[src/rtl/mem_arbiter.sv]
// mem_arbiter: shares one single-ported, fixed-latency RAM between the
// instruction-fetch port and the data-memory port. Each granted access is
// latched, driven to the RAM for LAT cycles and completed with a one-cycle
// hit pulse plus registered load data. Contending requests alternate
// round-robin, with data winning the first contention after reset.
module mem_arbiter #(
  parameter int LAT = 2
) (
  input  logic        CLK,
  input  logic        nRST,
  input  logic        iREN,
  input  logic [31:0] iaddr,
  output logic        ihit,
  output logic [31:0] iload,
  input  logic        dREN,
  input  logic        dWEN,
  input  logic [31:0] daddr,
  input  logic [31:0] dstore,
  output logic        dhit,
  output logic [31:0] dload,
  output logic        ramREN,
  output logic        ramWEN,
  output logic [31:0] ramaddr,
  output logic [31:0] ramstore,
  input  logic [31:0] ramload
);

  localparam logic [3:0] CNT_INIT = 4'(LAT - 1);
  localparam logic       GRANT_I  = 1'b0;
  localparam logic       GRANT_D  = 1'b1;

  typedef enum logic [2:0] {
    IDLE  = 3'd0,
    IBUSY = 3'd1,
    DBUSY = 3'd2,
    IHIT  = 3'd3,
    DHIT  = 3'd4
  } state_t;

  state_t      state_r;
  state_t      state_s;
  logic [3:0]  cnt_r;
  logic        last_grant_r;
  logic [31:0] addr_r;
  logic [31:0] store_r;
  logic        write_r;
  logic        ihit_r;
  logic        dhit_r;
  logic [31:0] iload_r;
  logic [31:0] dload_r;
  logic        ram_ren_r;
  logic        ram_wen_r;

  logic        d_req_s;
  logic        grant_i_s;
  logic        grant_d_s;
  logic        done_s;
  logic        busy_s;
  logic        write_next_s;
  logic        busy_next_s;
  logic        ram_ren_s;
  logic        ram_wen_s;
  logic        ihit_s;
  logic        dhit_s;

  assign d_req_s = dREN | dWEN;
  assign busy_s  = (state_r == IBUSY) || (state_r == DBUSY);

  // Next-state logic: arbitration in IDLE, latency countdown in BUSY, single HIT cycle
  always_comb begin
    state_s   = state_r;
    grant_i_s = 1'b0;
    grant_d_s = 1'b0;
    done_s    = 1'b0;
    case (state_r)
      IDLE: begin
        if (d_req_s && iREN) begin
          if (last_grant_r == GRANT_I) begin
            grant_d_s = 1'b1;
          end else begin
            grant_i_s = 1'b1;
          end
        end else if (d_req_s) begin
          grant_d_s = 1'b1;
        end else if (iREN) begin
          grant_i_s = 1'b1;
        end else begin
          grant_i_s = 1'b0;
        end
        if (grant_d_s) begin
          state_s = DBUSY;
        end else if (grant_i_s) begin
          state_s = IBUSY;
        end else begin
          state_s = IDLE;
        end
      end
      IBUSY: begin
        if (cnt_r == 4'd0) begin
          state_s = IHIT;
          done_s  = 1'b1;
        end else begin
          state_s = IBUSY;
        end
      end
      DBUSY: begin
        if (cnt_r == 4'd0) begin
          state_s = DHIT;
          done_s  = 1'b1;
        end else begin
          state_s = DBUSY;
        end
      end
      IHIT:    state_s = IDLE;
      DHIT:    state_s = IDLE;
      default: state_s = IDLE;
    endcase
  end

  // State register
  always_ff @(posedge CLK or negedge nRST) begin
    if (!nRST) begin
      state_r <= IDLE;
    end else begin
      state_r <= state_s;
    end
  end

  // Latch the granted access and run the latency counter
  always_ff @(posedge CLK or negedge nRST) begin
    if (!nRST) begin
      addr_r  <= 32'h0000_0000;
      store_r <= 32'h0000_0000;
      write_r <= 1'b0;
      cnt_r   <= 4'd0;
    end else if (grant_d_s) begin
      addr_r  <= daddr;
      store_r <= dstore;
      write_r <= dWEN;
      cnt_r   <= CNT_INIT;
    end else if (grant_i_s) begin
      addr_r  <= iaddr;
      store_r <= dstore;
      write_r <= 1'b0;
      cnt_r   <= CNT_INIT;
    end else if (busy_s && (cnt_r != 4'd0)) begin
      cnt_r   <= cnt_r - 4'd1;
    end
  end

  // Remember which port finished last so contention alternates
  always_ff @(posedge CLK or negedge nRST) begin
    if (!nRST) begin
      last_grant_r <= GRANT_I;
    end else if (done_s) begin
      last_grant_r <= (state_r == DBUSY) ? GRANT_D : GRANT_I;
    end
  end

  // Capture RAM read data on the last BUSY cycle; writes leave dload alone
  always_ff @(posedge CLK or negedge nRST) begin
    if (!nRST) begin
      iload_r <= 32'h0000_0000;
      dload_r <= 32'h0000_0000;
    end else if (done_s && !write_r) begin
      if (state_r == IBUSY) begin
        iload_r <= ramload;
      end else begin
        dload_r <= ramload;
      end
    end
  end

  // Output decode: strobes and hits for the cycle that follows this edge
  always_comb begin
    write_next_s = write_r;
    if (grant_d_s) begin
      write_next_s = dWEN;
    end else if (grant_i_s) begin
      write_next_s = 1'b0;
    end else begin
      write_next_s = write_r;
    end
    busy_next_s = (state_s == IBUSY) || (state_s == DBUSY);
    ram_ren_s   = busy_next_s && !write_next_s;
    ram_wen_s   = busy_next_s && write_next_s;
    ihit_s      = (state_s == IHIT);
    dhit_s      = (state_s == DHIT);
  end

  // Output registers so strobes and hits leave the block glitch-free
  always_ff @(posedge CLK or negedge nRST) begin
    if (!nRST) begin
      ram_ren_r <= 1'b0;
      ram_wen_r <= 1'b0;
      ihit_r    <= 1'b0;
      dhit_r    <= 1'b0;
    end else begin
      ram_ren_r <= ram_ren_s;
      ram_wen_r <= ram_wen_s;
      ihit_r    <= ihit_s;
      dhit_r    <= dhit_s;
    end
  end

  assign ramREN   = ram_ren_r;
  assign ramWEN   = ram_wen_r;
  assign ramaddr  = addr_r;
  assign ramstore = store_r;
  assign ihit     = ihit_r;
  assign dhit     = dhit_r;
  assign iload    = iload_r;
  assign dload    = dload_r;

endmodule
[config.mk]
export PLATFORM = sky130hd
export DESIGN_NAME = mem_arbiter
export DESIGN_NICKNAME = d
export VERILOG_FILES = /design/src/rtl/mem_arbiter.sv
export SDC_FILE = /design/constraint.sdc
export NUM_CORES = 1
export LEC_CHECK = 0
export CAP_MARGIN = 40
export CORE_MARGIN = 2
export CORE_UTILIZATION = 41
export DETAILED_ROUTE_END_ITERATION = 12
export PLACE_DENSITY = 0.81
export SYNTH_ARGS = -nofsm -noshare
export SYNTH_HDL_FRONTEND = slang
export SYNTH_SLANG_ARGS = --single-unit
[constraint.sdc]
create_clock -name CLK -period 2.5 [get_ports CLK]
set_input_delay 0.5 -clock CLK [delete_from_list [all_inputs] [get_ports CLK]]
set_output_delay 0.5 -clock CLK [all_outputs]
set_load 0.01 [all_outputs]
==> out/results.tsv <==
stage	metric	value	unit
die	initial_core_util	41.84	%
setup_path	crit_start	cnt_r[0]	
global_routing	grt_antenna_before_repair	1	
timing	fin_crit_sh	83.05	%
clock_tree	clock-sinks	141	
detailed_routing	wl_per_cell	17.31	um
timing	whs	0.4836	ns
die	core	0.01319	mm2
setup_path	critical_path_class	register to register	
global_routing	overflow	0	
detailed_routing	routed_wl	14.30	mm
clock_tree	clk_pin_slew	0.05	ns
clock_tree	cts_resized	0	
global_routing	grt_pass1_wl	22.74	mm
detailed_routing	remaining_drc_errors	0	
detailed_routing	drtAntennaViolNets	0	
die	fp.dieH	120.0	um
die	num_rows	42	
layout	fin_area	0.009039	mm2
logic_synthesis	synth_most_common_cell	dfrtp_1	
clock_tree	clockRootBuffer	clkbuf_16	
layout	n_antenna_cell	0	
logic_synthesis	synth-seq-cells	141	
setup_path	cp_max_fo	12	
min_path	hold_class	register to register	
detailed_routing	dr.pass1.iters	6	
die	die_area	0.01440	mm2
power	vdd_ir_drop_max	0.0005965	V
min_path	hold_depth	1	
timing	rsz0062_at_grt	no	
logic_synthesis	synth_top_area_share	63.93	%
timing	finalWorstSetupSlack	0.4237	ns
logic_synthesis	synth_area_leader_cell	dfrtp_1	
job	drv_cap	0	
logic_synthesis	synth_async_sr_flop_share	100.0	%
place	place_hpwl	10.72	mm
timing	maxSlewViolCount	0	
layout	syn_to_final_growth	63.77	%
power	power_leakage	3.990	nW
place	io_buffers	264	
detailed_routing	drt_iter0_drc	370	
min_path	hold_start	dload[19]	
setup_path	worst_ep_arrival_time	2.36	ns
place	post-place-ws	0.2362	ns
setup_path	reg2reg_depth	7	
logic_synthesis	ys_types	37	
global_routing	grt_pass1_vias	4425	
die	die_w	120.0	um
setup_path	reg2reg_from	cnt_r[0]	
clock_tree	cts_made_buffers	17	
global_routing	track_usage	20.57	%
timing	max_freq	481.6	MHz
timing	min_period	2.076	ns
place	gp_congestion	0.7429	
logic_synthesis	synth_area	0.005519	mm2
min_path	worst_hold_path.endpoint	dload[19]	
clock_tree	cts_tree	done	
setup_path	crit_required	2.79	ns
clock_tree	cts_buffer_depth	2	
setup_path	crit_path_end_kind	register	
logic_synthesis	yosysSeqAreaShare	63.93	%
clock_tree	h-tree-depth	4	
power	total_power	11.77	mW
layout	drive_gt1_share	17.38	%
logic_synthesis	synth_common_cells	141 x dfrtp_1, 66 x mux2_2, 36 x inv_1, 32 x a222oi_1, 31 x mux2_1	
timing	skew	0.006704	ns
layout	fill_cells	921	
place	dpl_cell_area	0.008392	mm2
timing	setup_viol_count_final	0	
global_routing	grt_start_max_net_pins	90	
die	ios	265	
layout	num-nets-final	773	
clock_tree	cts_setup_buffers	0	
timing	max_slew_margin	66.20	%
logic_synthesis	netlist_instances	366	
status	outcome	finished, final reports clean	
clock_tree	clock_latency	0.41	ns
logic_synthesis	synth_edf_count	0	
logic_synthesis	syn_nets	501	
timing	fin_setup_tns	0	ns
clock_tree	cts_hold_buffers	1	
timing	worst_pin_slew	0.4942	ns
logic_synthesis	syn_area_per_cell	15.08	um2
setup_path	start_kind	register	
setup_path	r2r_end	dload[3]	
logic_synthesis	synth_area_leaders	dfrtp_1 64%, mux2_2 13%, mux2_1 6.3%	
detailed_routing	routed_via_density	5.068	
timing	hold_viol_final	0	
setup_path	ff2ff_setup_slack	0.42	ns
detailed_routing	vias	4186	
logic_synthesis	yosys_warnings	0	
logic_synthesis	synthFlopType	dfrtp_1	
power	p_per_area	1302	mW/mm2
==> sequential cells by signal (all words and copies together), names as in the netlist, 3 cells and up <==
signal,cells
iload,32
cnt_r,4
ramstore,32
state_r,3
dload,32
ramaddr,32
==> worst max path at each step <==
stage                     cells after the start  slack, ns          end
after floorplan                               8       0.66    dload[10]
after CTS                                     7       0.39    dload[10]
after detailed placement                      6       0.24  ramaddr[29]
final                                         7       0.42     dload[3]
after global routing                          7       0.25    dload[10]
after global placement                        6       0.36   ramaddr[9]
==> report_power, final <==
| part | internal (mW) | total, mW | switching, mW |
|---|---|---|---|
| Sequential | 3.35 | 3.95 | 0.600 |
| Clock | 1.78 | 2.69 | 0.907 |
| Combinational | 3.08 | 5.13 | 2.04 |
| Total | 8.22 | 11.8 | 3.55 |
==> stage by stage <==
stage	instances	util (%)
after global routing	826	68.53
after detailed placement	794	63.62
after global placement	794	63.62
after floorplan	366	-
final	826	68.53
after CTS	826	68.53
==> worst max-delay path: stages, from the launching register on <==
cell and delay, ns:
dfrtp_1 0.39, inv_1 0.09, ha_1 0.17, nor3b_2 0.31, and2_1 0.23, nor2b_4 0.19
buf_4 0.23, mux2_1 0.35
==> final cells by class <==
class / instances / area, um2 / area share (%)
Clock buffer: 19 / 442.9 / 4.900
Clock inverter: 12 / 193.9 / 2.146
Inverter: 36 / 135.1 / 1.495
Multi-Input combinational cell: 167 / 1727 / 19.10
Sequential cell: 141 / 3528 / 39.04
Tap cell: 176 / 220.2 / 2.436
Timing Repair Buffer: 275 / 2791 / 30.88
==> logic make-up (layout without fill, tap and decap cells) <==
family                     after synthesis  count (layout)  synth area share [%]
AOI/OAI and AO/OA                       43              43                 7.278
and+or+nand+nor                         22              22                 2.789
buffers and inverters                   58             342                 5.259
muxes                                   98              98                 19.97
xor gates and xnor gates                 2               2                0.3174
DFF                                    141             141                 63.93
adders and majority gates                2               2                0.4533
==> routing by layer <==
metal / up-vias / routed length (um) / track usage [%]
li1: 1880 / - / -
met5: - / 14 / 0
met3: 31 / 1087 / 6.464
met2: 190 / 7370 / 35.33
met4: 2 / 335 / 9.485
met1: 2083 / 5487 / 23.32
==> cells in the final DEF (no fill, tap or decap), types with 2 or more instances in the layout <==
master / synthesis / final
clkinv_2: 0 / 4
clkdlybuf4s50_1: 0 / 263
ha_1: 2 / 2
clkbuf_16: 0 / 17
buf_12: 0 / 5
mux2_2: 66 / 66
clkinvlp_4: 0 / 2
or3_1: 2 / 2
nand2_1: 2 / 2
dfrtp_1: 141 / 141
buf_4: 5 / 5
inv_1: 36 / 36
bufinv_16: 0 / 5
and2_1: 6 / 6
nor3b_2: 2 / 2
a222oi_1: 32 / 32
mux2_1: 31 / 31
Note: power is estimated with default switching activity, not from simulation.
